File: src/rtl/breakout_pkg.sv
// breakout_pkg: shared definitions for the breakout game controller.
//   state_t      - game FSM encoding (3 bits; unused codes recover to NEWGAME)
//   TXT_*        - text overlay mode codes driven on text_mode
//   MAX_Y_TICK   - scan line on which the once-per-frame refresh tick fires
//   *_DEF        - default brick count and pause length
package breakout_pkg;

  typedef enum logic [2:0] {
    NEWGAME = 3'd0,
    PLAY    = 3'd1,
    NEWBALL = 3'd2,
    OVER    = 3'd3,
    WIN     = 3'd4
  } state_t;

  localparam logic [1:0] TXT_NONE  = 2'd0;
  localparam logic [1:0] TXT_START = 2'd1;
  localparam logic [1:0] TXT_OVER  = 2'd2;
  localparam logic [1:0] TXT_WIN   = 2'd3;

  localparam int MAX_Y_TICK     = 481;
  localparam int NUM_BRICKS_DEF = 48;
  localparam int WAIT_TICKS_DEF = 120;

endpackage

File: src/rtl/breakout_bcd_cnt.sv
// breakout_bcd_cnt: two-digit BCD hit counter saturating at 99, with a
// parallel 6-bit binary count used for the brick-cleared compare.
//   clk, reset - clock, asynchronous active-high reset
//   clr        - synchronous clear (has priority over inc)
//   inc        - count one hit
//   d1, d0     - BCD tens / units digits
//   count      - binary hit count (saturates at 63)
module breakout_bcd_cnt
  import breakout_pkg::*;
(
  input  logic       clk,
  input  logic       reset,
  input  logic       clr,
  input  logic       inc,
  output logic [3:0] d1,
  output logic [3:0] d0,
  output logic [5:0] count
);

  logic at_max;
  assign at_max = (d1 == 4'd9) && (d0 == 4'd9);

  always_ff @(posedge clk or posedge reset) begin
    if (reset) begin
      d1    <= 4'd0;
      d0    <= 4'd0;
      count <= 6'd0;
    end else if (clr) begin
      d1    <= 4'd0;
      d0    <= 4'd0;
      count <= 6'd0;
    end else if (inc && !at_max) begin
      if (d0 == 4'd9) begin
        d0 <= 4'd0;
        d1 <= d1 + 4'd1;
      end else begin
        d0 <= d0 + 4'd1;
      end
      if (count != 6'd63) count <= count + 6'd1;
    end
  end

endmodule

File: src/rtl/breakout_game_ctrl.sv
// breakout_game_ctrl: game sequencer for the breakout graphics datapath.
// Owns the game FSM, remaining balls, BCD score and the pause timer.
//   clk, reset      - clock, asynchronous active-high reset
//   btn             - player buttons, nonzero = press
//   pix_x, pix_y    - VGA scan position (used to derive the refresh tick)
//   hit, miss       - single-cycle events from the graphics block
//   gra_still       - freeze graphics in its initial position
//   score_d1/d0     - BCD score digits
//   balls           - balls remaining
//   text_mode       - overlay code (none / press-to-start / game over / win)
//   busy            - pause timer running
// Handshake: hit/miss/btn are plain level-sampled inputs; a hit or miss is
// consumed on every clock edge where it is high, there is no ready/ack.
module breakout_game_ctrl
  import breakout_pkg::*;
#(
  parameter int BALLS_INIT = 3,
  parameter int NUM_BRICKS = NUM_BRICKS_DEF,
  parameter int WAIT_TICKS = WAIT_TICKS_DEF
) (
  input  logic       clk,
  input  logic       reset,
  input  logic [4:0] btn,
  input  logic [9:0] pix_x,
  input  logic [9:0] pix_y,
  input  logic       hit,
  input  logic       miss,
  output logic       gra_still,
  output logic [3:0] score_d1,
  output logic [3:0] score_d0,
  output logic [1:0] balls,
  output logic [1:0] text_mode,
  output logic       busy
);

  localparam logic [6:0] TIMER_LOAD = 7'(WAIT_TICKS - 1);
  localparam logic [6:0] BRICKS     = 7'(NUM_BRICKS);
  localparam logic [1:0] BALLS_RST  = 2'(BALLS_INIT);

  state_t     state;
  logic [6:0] timer;
  logic [5:0] brick_cnt;
  logic       tick;
  logic       done;
  logic       press;
  logic       score_clr;
  logic       score_inc;
  logic       win_now;

  assign tick  = (pix_y == 10'(MAX_Y_TICK)) && (pix_x == 10'd0);
  assign done  = (timer == 7'd0);
  assign busy  = !done;
  assign press = (btn != 5'd0);

  // Score is cleared only when a new game starts, so final results stay up.
  assign score_clr = (state == NEWGAME) && press;
  assign score_inc = (state == PLAY) && hit;

  // The hit being scored this cycle counts toward the win, which is why the
  // compare looks at the incremented count rather than the registered one.
  assign win_now = score_inc && (({1'b0, brick_cnt} + 7'd1) == BRICKS);

  breakout_bcd_cnt u_score (
    .clk   (clk),
    .reset (reset),
    .clr   (score_clr),
    .inc   (score_inc),
    .d1    (score_d1),
    .d0    (score_d0),
    .count (brick_cnt)
  );

  always_ff @(posedge clk or posedge reset) begin
    if (reset) begin
      state     <= NEWGAME;
      balls     <= BALLS_RST;
      timer     <= 7'd0;
      gra_still <= 1'b1;
      text_mode <= TXT_START;
    end else begin
      if (tick && !done) timer <= timer - 7'd1;
      case (state)
        NEWGAME: begin
          if (press) begin
            state     <= PLAY;
            balls     <= BALLS_RST;
            gra_still <= 1'b0;
            text_mode <= TXT_NONE;
          end
        end
        PLAY: begin
          if (win_now) begin
            state     <= WIN;
            timer     <= TIMER_LOAD;
            gra_still <= 1'b1;
            text_mode <= TXT_WIN;
          end else if (miss) begin
            timer     <= TIMER_LOAD;
            gra_still <= 1'b1;
            balls     <= balls - 2'd1;
            if (balls == 2'd1) begin
              state     <= OVER;
              text_mode <= TXT_OVER;
            end else begin
              state     <= NEWBALL;
              text_mode <= TXT_START;
            end
          end
        end
        NEWBALL: begin
          // A press during the pause is simply dropped, not remembered.
          if (done && press) begin
            state     <= PLAY;
            gra_still <= 1'b0;
            text_mode <= TXT_NONE;
          end
        end
        OVER, WIN: begin
          if (done) begin
            state     <= NEWGAME;
            gra_still <= 1'b1;
            text_mode <= TXT_START;
          end
        end
        default: begin
          state     <= NEWGAME;
          gra_still <= 1'b1;
          text_mode <= TXT_START;
        end
      endcase
    end
  end

endmodule

File: config.mk
export PLATFORM = sky130hd
export DESIGN_NAME = breakout_game_ctrl
export DESIGN_NICKNAME = d
export VERILOG_FILES = /design/src/rtl/breakout_pkg.sv /design/src/rtl/breakout_bcd_cnt.sv /design/src/rtl/breakout_game_ctrl.sv
export SDC_FILE = /design/constraint.sdc
export NUM_CORES = 1
export LEC_CHECK = 0
export ABC_CLOCK_PERIOD_IN_PS = 1760
export CORE_UTILIZATION = 45
export CTS_CLUSTER_DIAMETER = 100
export CTS_CLUSTER_SIZE = 24
export DETAILED_ROUTE_END_ITERATION = 7
export PLACE_DENSITY = 0.82
export SKIP_CTS_REPAIR_TIMING = 1
export SYNTH_ARGS = -nofsm -noshare
export SYNTH_HDL_FRONTEND = slang
export SYNTH_HIERARCHICAL = 1
export SYNTH_SLANG_ARGS = --single-unit
File: constraint.sdc
create_clock -name clk -period 1.76 [get_ports clk]
set_clock_uncertainty 0.05 [all_clocks]
set_input_delay 0.352 -clock clk [delete_from_list [all_inputs] [get_ports clk]]
set_output_delay 0.352 -clock clk [all_outputs]
set_load 0.01 [all_outputs]
### Word-level counts from Yosys, hierarchy flattened

Cells that the tools add are included.

* output and inout bits: 14
* flip-flop bits (word level): 29

* add/subtract/negate cells: 6
* eq/ne operators: 16
* reduce and logical (&&, ||, !) cells: 23
* muxes and demuxes: 37

Operators by type and width (number)
* 2-to-1 mux 7 bit: 4
* 2-to-1 mux 4 bit: 6
* 2-to-1 mux 2 bit: 9
* 2-to-1 mux 6 bit: 3
* 2-to-1 mux 3 bit: 5
* one-hot mux 3 bit (4 select lines): 1
* equality test 10 x 9 -> 1 bit (second input constant): 1
* logical NOT 10 bit: 1
* != test 2 bit (second input constant): 5
* adder 4 x 1 -> 4 bit (second input constant): 2
* equality test 4 bit (second input constant): 2
* logical AND 1 bit: 8
* one-hot mux 2 bit (4 select lines): 1
* AND reduction 4 bit: 2
* nonzero test 2 bit: 4
* adder 6 x 1 -> 7 bit (second input constant): 1
* equality test 7 x 6 -> 1 bit (second input constant): 1
* logical NOT 7 bit: 1
* subtractor 7 x 1 -> 7 bit (second input constant): 1
* adder 6 x 1 -> 6 bit (second input constant): 1
* equality test 3 x 2 -> 1 bit (second input constant): 2
* 2-to-1 mux 1 bit: 6
* != test 6 bit (second input constant): 1
* nonzero test 5 bit: 1
* other kinds (11): 13

### Longest topological paths before layout

Gate-level depths: netlist of run 1.

* word-level depth: 7
* mapped depth: 7

### Cells and area by module

Netlist of run 1, hierarchy kept.

Modules (own cells, without submodules)
* breakout_game_ctrl: area an instance 1001.0 sq um, times used 1, cells each 102
* breakout_bcd_cnt: area an instance 829.5 sq um, times used 1, cells each 80

### Worst setup path before layout of run 1

No wires, ideal clock.

* kind: reg-to-reg
* start point: reg state[2]
* end point: reg u_score.d1[1]
* clock period less this slack: 1859 ps
* setup slack: -99 ps
* arrival: 1715 ps
* cell stages (with the launch flop): 8
* library setup time: 94 ps
* cell sequence: dfrtp_1 clkbuf_1 nor3b_2 and2_1 and4b_1 and2_2 nor2_1 a211oi_1

* cells in the longest elaborated chain, start to end: 5
* elaborated cells on any way between the ends: 9

RTL lines
* start, declared: line breakout_game_ctrl.sv:40 `state_t state;`
* start signal, assigned: line breakout_game_ctrl.sv:75 `state <= NEWGAME;`
* start signal, assigned: line breakout_game_ctrl.sv:85 `state <= PLAY;`
* start signal, assigned: line breakout_game_ctrl.sv:93 `state <= WIN;`
* equality test 3 x 1 -> 1 bit: line breakout_game_ctrl.sv:57 `assign score_inc = (state == PLAY) && hit;`
* logical AND 1 bit: line breakout_game_ctrl.sv:57
* via score_inc: line breakout_game_ctrl.sv:47 `logic score_inc;`
* logical AND 1 bit: line breakout_bcd_cnt.sv:32 `end else if (inc && !at_max) begin`
* nonzero test 2 bit (no line)
* AND reduction 2 bit (no line)
* end signal, assigned: line breakout_bcd_cnt.sv:35 `d1 <= d1 + 4'd1;`
* end, declared: line breakout_bcd_cnt.sv:15 `output logic [3:0] d1,`

The timed path passes the listed nets, and every way through them passes these cells.
A chain may end at the register's enable or synchronous reset.

### Final worst setup path of run 1

* start point: reg timer[5]
* end point: reg text_mode[1]

* cells in the longest elaborated chain, start to end: 4
* elaborated cells on any way between the ends: 5

RTL lines
* start, declared: line breakout_game_ctrl.sv:41 `logic [6:0] timer;`
* start signal, assigned: line breakout_game_ctrl.sv:81 `if (tick && !done) timer <= timer - 7'd1;`
* logical NOT 7 bit *: line breakout_game_ctrl.sv:51 `assign done = (timer == 7'd0);`
* logical AND 1 bit: line breakout_game_ctrl.sv:112 `if (done && press) begin`
* != test 2 bit (no line)
* AND reduction 4 bit (no line) *
* end signal, assigned: line breakout_game_ctrl.sv:115 `text_mode <= TXT_NONE;`
* end signal, assigned: line breakout_game_ctrl.sv:122 `text_mode <= TXT_START;`
* end signal, assigned: line breakout_game_ctrl.sv:128 `text_mode <= TXT_START;`
* end, declared: line breakout_game_ctrl.sv:32 `output logic [1:0] text_mode,`

Every way passes the cells marked *; elsewhere a longest branch is shown, timed or not.

==> results of run 1 <==
[worst max-delay path by stage]
stage	to	slack, ps	cells after the start	from
after floorplan	text_mode[0]	0.7	7	timer[0]
after global placement	gra_still	-370	7	btn[0]
after detailed placement	balls[0]	-510	6	btn[0]
after CTS	busy	-360	5	timer[0]
after global routing	gra_still	-240	6	timer[5]
final	text_mode[1]	-160	6	timer[5]
[power groups by stage]
stage	logic, W	registers (W)	clock network [W]
after detailed placement	0.000959	0.00104	0
after global placement	0.000919	0.00102	0
after floorplan	0.000471	0.00105	0
final	0.00108	0.00105	0.000613
after CTS	0.000975	0.00103	0.000610
after global routing	0.00117	0.00107	0.000646
[layout by cell type (no fill, tap or decap), types with 8 or more instances in the layout]
cell             synthesis  layout
a21oi_1                  8       8
buf_4                    0      32
clkdlybuf4s50_1          0      18
dfrtp_1                 25      24
dlymetal6s2s_1           0      23
inv_1                   14      12
nand2_1                 11      11
nor2_1                  16      15
[cell families (layout without fill, tap and decap cells)]
kind of cell,count (synthesis),after routing
buffers and inverters,16,100
and+or+nand+nor,80,80
xor gates and xnor gates,8,8
DFF,29,29
AOI/OAI and AO/OA,35,35
adders and majority gates,8,8
muxes,6,6
[state kept, by name, indices dropped and copies added (netlist names)]
name           cells
timer              7
u_score/count      6
u_score/d0         4
u_score/d1         4
state              3
balls              2
text_mode          2
gra_still          1
[layout make-up]
type                    count  area (um2)
clock buffers               7        96.3
fillers                   230         865
multi-input cells         137        1190
clock inverters             1        5.00
flip-flops and latches     29         732
well taps                  48        60.1
inverters                  14        52.6
repair buffers             78         767
[per-layer routing]
metal	vias to the layer above	track usage [%]	part of all wire, %
met2	43	41.3	54
met5	-	0	0
met4	0	8.15	2.1
met3	10	4.14	2.9
met1	855	24.9	41
li1	840	-	-
[per-stage QoR]
stage                     setup WS [ps]  TNS, ps  utilization, %
after CTS                          -356    -1820            69.9
after global routing               -240    -1770            77.1
after floorplan                   0.717        0               -
final                              -157     -952            77.1
after detailed placement           -510    -9060            67.3
after global placement             -372    -8030            67.3
==> impl_results.md, run 1 <==
- Hold slack final: 277 ps
- Hpwl dp: 3220 um
- Root buffer cell: clkbuf_8
- Crit-path cells: nor4_4, nand2_2, a221oi_4, o21ai_2, buf_4, mux2i_1
- Finished Layout Cells: approximately 310
- Yosys cell types: 57
- Worst r2r src: timer[5]
- Final #Nets: 302
- WP data arrival: 2030 ps
- Max cap viols: 0
- Synth Cell Area: around 0.0018 mm2
- Worst skew pair latency: 280 ps
- Yosys Warn Count: 6
- Ant. Diodes: 0
- Htree depth: 2
- CTS tree: built
- Post-route clock period utilization: 109%
- Ys flop type: dfrtp_1
- Post-synth EDFFs: 0
- Reg2Reg Capture Point: text_mode[1]
- Antenna violations before repair: 0
- Mean Syn Cell Area: 10.1 um2
- Setup violators final: 9
- Register bit total from synthesis: 29
- Final Slew Violations: 0
- First-pass GRT wire length: 7300 um
- Internal power: between 0.0015 and 0.002 W
- Synth Area in Simple Gates: around 29%
- CTS Buffer Depth: 2
- Mux contribution to synthesized area: 3.62%
- Synth Area in Compound Gates: 14.7%
- PD cells: approximately 940 mW/mm2
- Via density: between 5 and 6
- Vias in the first global route: between 1500 and 2000
- FF-to-FF path depth: 6
- RSZ-0062 raised after global routing: true
- Reg clk slew, reported paths: 70 ps
- Die height: approximately 66 um
- Routed wire length: 5260 um
- Adder-cell share of the synthesized area: roughly 5.5%
- Logic gate share of total power: 39.4%
- Mapped Cells: 182
- Worst Setup Path Type: flip-flop to flip-flop
- Worst Tran Pin Value: 533 ps
- Cell family contributing the most delay on the critical path: simple AND/OR/NAND/NOR gates
- Flop pwr share: 38.2%
- DRC: 0
- Final global-route overflow total: 0
- Element type at the critical path end: flip-flop
- Area contributors post-synth: dfrtp_1, dfstp_2, ha_1
- Rel. slew slack: between 60% and 70%
- CTS Buf Count: 5
- Startpoint Class: flip-flop
- Gpl congestion: 0.885
- Switch Pwr: 0.000961 W
- All-layer global routing usage: 22.3%
- Largest net degree at the start of global routing: 15
- HP Class: primary input to async pin
- Sink Count: 29
- Die width: roughly 66 um
- FP Rows: 22
- Hold Vio Cnt, Final: 0
- Period minus WS final: around 1900 ps
- Area share of the largest cell type after synthesis: 34.2%
- Power share of the clock group: 22.3%
- Status: complete, but fails checks
- Register area share after synthesis: 39.9%
- Dpl cell area: about 0.0025 mm2
- Routed Antenna Nets: 0
- Worst VDD drop: about 0.9 mV
- Layout area overhead: 58.8%
- P_leak: about 1.5 nW
- Die ar.: ~0.0043 mm2
- Crit path largest cell delay: 460 ps
- CP max FO: 3
- Critical-path top delay cell: nor4_4
- Port bufs: 42
- Top cells by count, synth: dfrtp_1, nor2_1, inv_1
- Power Total: 0.00274 W
- I/O pins: 43
- Synthesized Nets: 219
- Final Cell Area: 0.00291 mm2
- Number of iterations in the first detailed-routing pass: 4
- Failing checks: setup timing
- Iter 0 DRT Violations: 124
- Via count: 1748
- Synth Area in XOR/XNOR: about 3.8%
- Yosys top cell by area: dfrtp_1
- Async set or reset register ratio after synthesis: 100%
- Count leader, synth: dfrtp_1
- CP bufs+invs: 1
- Share of cells above drive strength 1: 33.8%
- Setup WS post-layout: -157 ps
- Post-Place Cells: 298
- Sw Share: between 30% and 40%
- Worst reg-to-reg setup slack: -160 ps
- Core region area: 0.00377 mm2
- Critical Path RT: around 1900 ps
- Drt wl/cell: 16.8 um
- Initial Util: 48.5%
- Largest family of logic cells by synthesized area: simple AND/OR/NAND/NOR gates
- Fmax: 522 MHz
No activity file was read; power rests on OpenSTA's default activity.
==> run 2: changes to the inputs <==
--- a/config.mk
+++ b/config.mk
@@ -5,12 +5,13 @@
 export SDC_FILE = /design/constraint.sdc
 export NUM_CORES = 1
 export LEC_CHECK = 0
+export ABC_AREA = 1
 export ABC_CLOCK_PERIOD_IN_PS = 1760
-export CORE_UTILIZATION = 45
+export CORE_UTILIZATION = 47
 export CTS_CLUSTER_DIAMETER = 100
 export CTS_CLUSTER_SIZE = 24
 export DETAILED_ROUTE_END_ITERATION = 7
-export PLACE_DENSITY = 0.82
+export PLACE_DENSITY = 0.83
 export SKIP_CTS_REPAIR_TIMING = 1
 export SYNTH_ARGS = -nofsm -noshare
 export SYNTH_HDL_FRONTEND = slang
==> impl_results.md, run 2 <==
- Commonest non-fill, non-tap cell in the layout: nand2_1
- Final Core Density: 65.9% (-11 points)
- Reg clk slew, reported paths: 70 ps (about the same)
- Yosys top cell by area: dfrtp_1
- Iter 0 DRT Violations: 121 (-2.4%)
- Via count: 2126 (+22%)
- Via density: 4.98 (-11%)
- First-pass GRT wire length: 8230 um (+13%)
- Largest net degree at the start of global routing: 16 (+1)
- Finished Layout Cells: 427 (+36%)
- Metal1 wirelength: 2090 um (-2.3%)
- Register area share after synthesis: 33.8% (-6.1 points)
- Worst VDD drop: 0.847 mV (-5.6%)
- Max layer used: met4
- Reg2Reg Capture Point: state[2]
- Initial Util: 49.3% (+0.77 points)
- Yosys cell types: 34 (-40%)
- Synth Cell Area: 0.00216 mm2 (+18%)
- Largest Register: timer
- I/O pins: 43 (unchanged)
- Count leader, synth: nand2_1
- Critical-path top delay cell: clkdlybuf4s50_1
- Area contributors post-synth: dfrtp_1, nand2_1, nand3_1
- Hold slack final: 349 ps (+72.6 ps)
- Final Slew Violations: 0 (unchanged)
- Top Registers: timer (7), u_score/count (6)
- Rel. slew slack: 63.1% (-1.3 points)
- Synthesized Nets: 348 (+59%)
- Max cap viols: 0 (unchanged)
- Gpl congestion: 0.840 (-5.2%)
- Share of cells above drive strength 1: 18.7% (-15 points)
- Routed wire length: 4730 um (-10%)
- Worst skew pair latency: 290 ps (about the same)
- Power Total: 0.00357 W (+30%)
- All-layer global routing usage: 20.9% (-1.4 points)
- Post-synth EDFFs: 0 (unchanged)
- Port bufs: 42 (unchanged)
- Antenna violations before repair: 0 (unchanged)
- Post-route clock period utilization: 96.5% (-12 points)
- CTS Buffer Depth: 2 (unchanged)
- Root buffer cell: clkbuf_8
- Setup violators final: 0 (-9)
- Register bit total from synthesis: 29 (unchanged)
- Period minus WS final: 1700 ps (-218 ps)
- Die ar.: 0.00488 mm2 (+13%)
- CP bufs+invs: 1 (unchanged)
- Final global-route overflow total: 0 (unchanged)
- Final #Nets: 411 (+36%)
- Dpl cell area: 0.00275 mm2 (+8.4%)
- Die width: 69.8 um (+6.1%)
- FP Rows: 24 (+9.1%)
- Yosys Warn Count: 6 (unchanged)
- Hold Vio Cnt, Final: 0 (unchanged)
- Status: completed
- Worst Setup Path Type: flip-flop to output port
- Ys flop type: dfrtp_1
- Element type at the critical path end: output port
- Max reg flops: 7 (unchanged)
- Drt wl/cell: 11.1 um (-34%)
- Async set or reset register ratio after synthesis: 100% (unchanged)
- Top cells by count, synth: nand2_1, inv_1, nor2_1
- Core region area: 0.00438 mm2 (+16%)
- FF-to-FF path depth: 12 (+6)
- CP max FO: 6 (+3)
- DRC: 0 (unchanged)
- Hpwl dp: 3530 um (+9.5%)
- Worst Tran Pin Value: 553 ps (+20.1 ps)
- P_leak: 1.47 nW (-1.3%)
- HP Class: primary input to async pin
- CTS Buf Count: 5 (unchanged)
- Final Cell Area: 0.00289 mm2 (-0.60%)
- Htree depth: 2 (unchanged)
- Number of iterations in the first detailed-routing pass: 5 (+1)
- Met3 wire length: 205 um (+32%)
- Commonest cells after routing, fill and taps aside: nand2_1, inv_1, nor2_1, clkdlybuf4s50_1, nand3_1
- Worst reg-to-reg setup slack: 110 ps (+270 ps)
- Critical Path RT: 1360 ps (-510 ps)
- PD cells: 1230 mW/mm2 (+31%)
- Mapped Cells: 311 (+71%)
- Mean Syn Cell Area: 6.95 um2 (-31%)
- Vias in the first global route: 1950 (+15%)
- Area share of the largest cell type after synthesis: 28.9% (-5.2 points)
- Post-Place Cells: 418 (+40%)
- Sink Count: 29 (unchanged)
- Crit path largest cell delay: 570 ps (+110 ps)
- Worst r2r src: timer[0]
- Die height: 69.8 um (+6.1%)
- Ant. Diodes: 0 (unchanged)
- Routed Antenna Nets: 0 (unchanged)
- Fmax: 589 MHz (+13%)
- Crit-path cells: clkdlybuf4s50_1
- Wire length on met2: 2350 um (-18%)
- CTS tree: built
- Layout area overhead: 33.6%
- Cell family contributing the most delay on the critical path: buffers and inverters
- Startpoint Class: flip-flop
- WP data arrival: 1300 ps (-730 ps)
run 2: cell types whose count changed in the layout (fill, tap and decap cells not counted), moves of 7 or more:
| cell | before | now |
|---|---|---|
| nand3_1 | 7 | 34 |
| buf_4 | 32 | 15 |
| clkdlybuf4s50_1 | 18 | 37 |
| nand2_1 | 11 | 87 |
| inv_1 | 12 | 43 |
| nand2_2 | 1 | 8 |
| dlymetal6s2s_1 | 23 | 4 |
| nor2_1 | 15 | 42 |
run 2: area by class of cell:
type | instances | area [um2]
fill | 382 | 1500
inverter | 46 | 174
clock buffer | 8 | 90.1
tap | 52 | 65.1
timing repair buffer | 58 | 558
sequential | 29 | 733
multi-input combinational | 234 | 1270
run 2: kinds of logic (layout without fill, tap and decap cells):
family	count (synthesis)	after routing	share of synthesized area [%]
adder cells (fa/ha/maj)	8	8	4.63
flip-flops	29	29	33.8
XOR/XNOR	3	3	1.22
buffers and inverters	48	112	9.09
AND/OR/NAND/NOR	208	208	46.6
AO/OA/AOI/OAI	15	15	4.69
run 2: worst min-delay path, cell delays in order:
cell and delay [ps]:
clkdlybuf4s50_1 420, inv_1 60, buf_4 220
run 2: metrics by stage:
step                worst slack (ps)  TNS (ps)
global placement                -230     -2730
global route                   -19.7     -19.7
floorplan                        213         0
detailed placement              -276     -3310
finish                          61.8         0
CTS                             -300      -334
run 2: power by group:
part	switching, W	internal [W]
combinational	0.00106	0.000858
sequential	0.000194	0.000885
clock	0.000255	0.000318
total	0.00150	0.00206
run 2: worst max path at each step:
stage	cells past startpoint	start	end	slack (ps)
floorplan	11	state[2]	u_score/count[5]	210
global placement	11	btn[3]	u_score/d1[0]	-230
detailed placement	11	btn[3]	u_score/d1[1]	-280
CTS	6	timer[1]	busy	-300
global route	11	btn[3]	u_score/d1[1]	-20
finish	1	u_score/d1[2]	score_d1[2]	60
run 2: per-layer routing:
metal  vias up  track usage [%]
met5         -                0
met1       964             24.4
met2        56             37.1
li1       1098                -
met3         8             4.65
met4         0             8.00
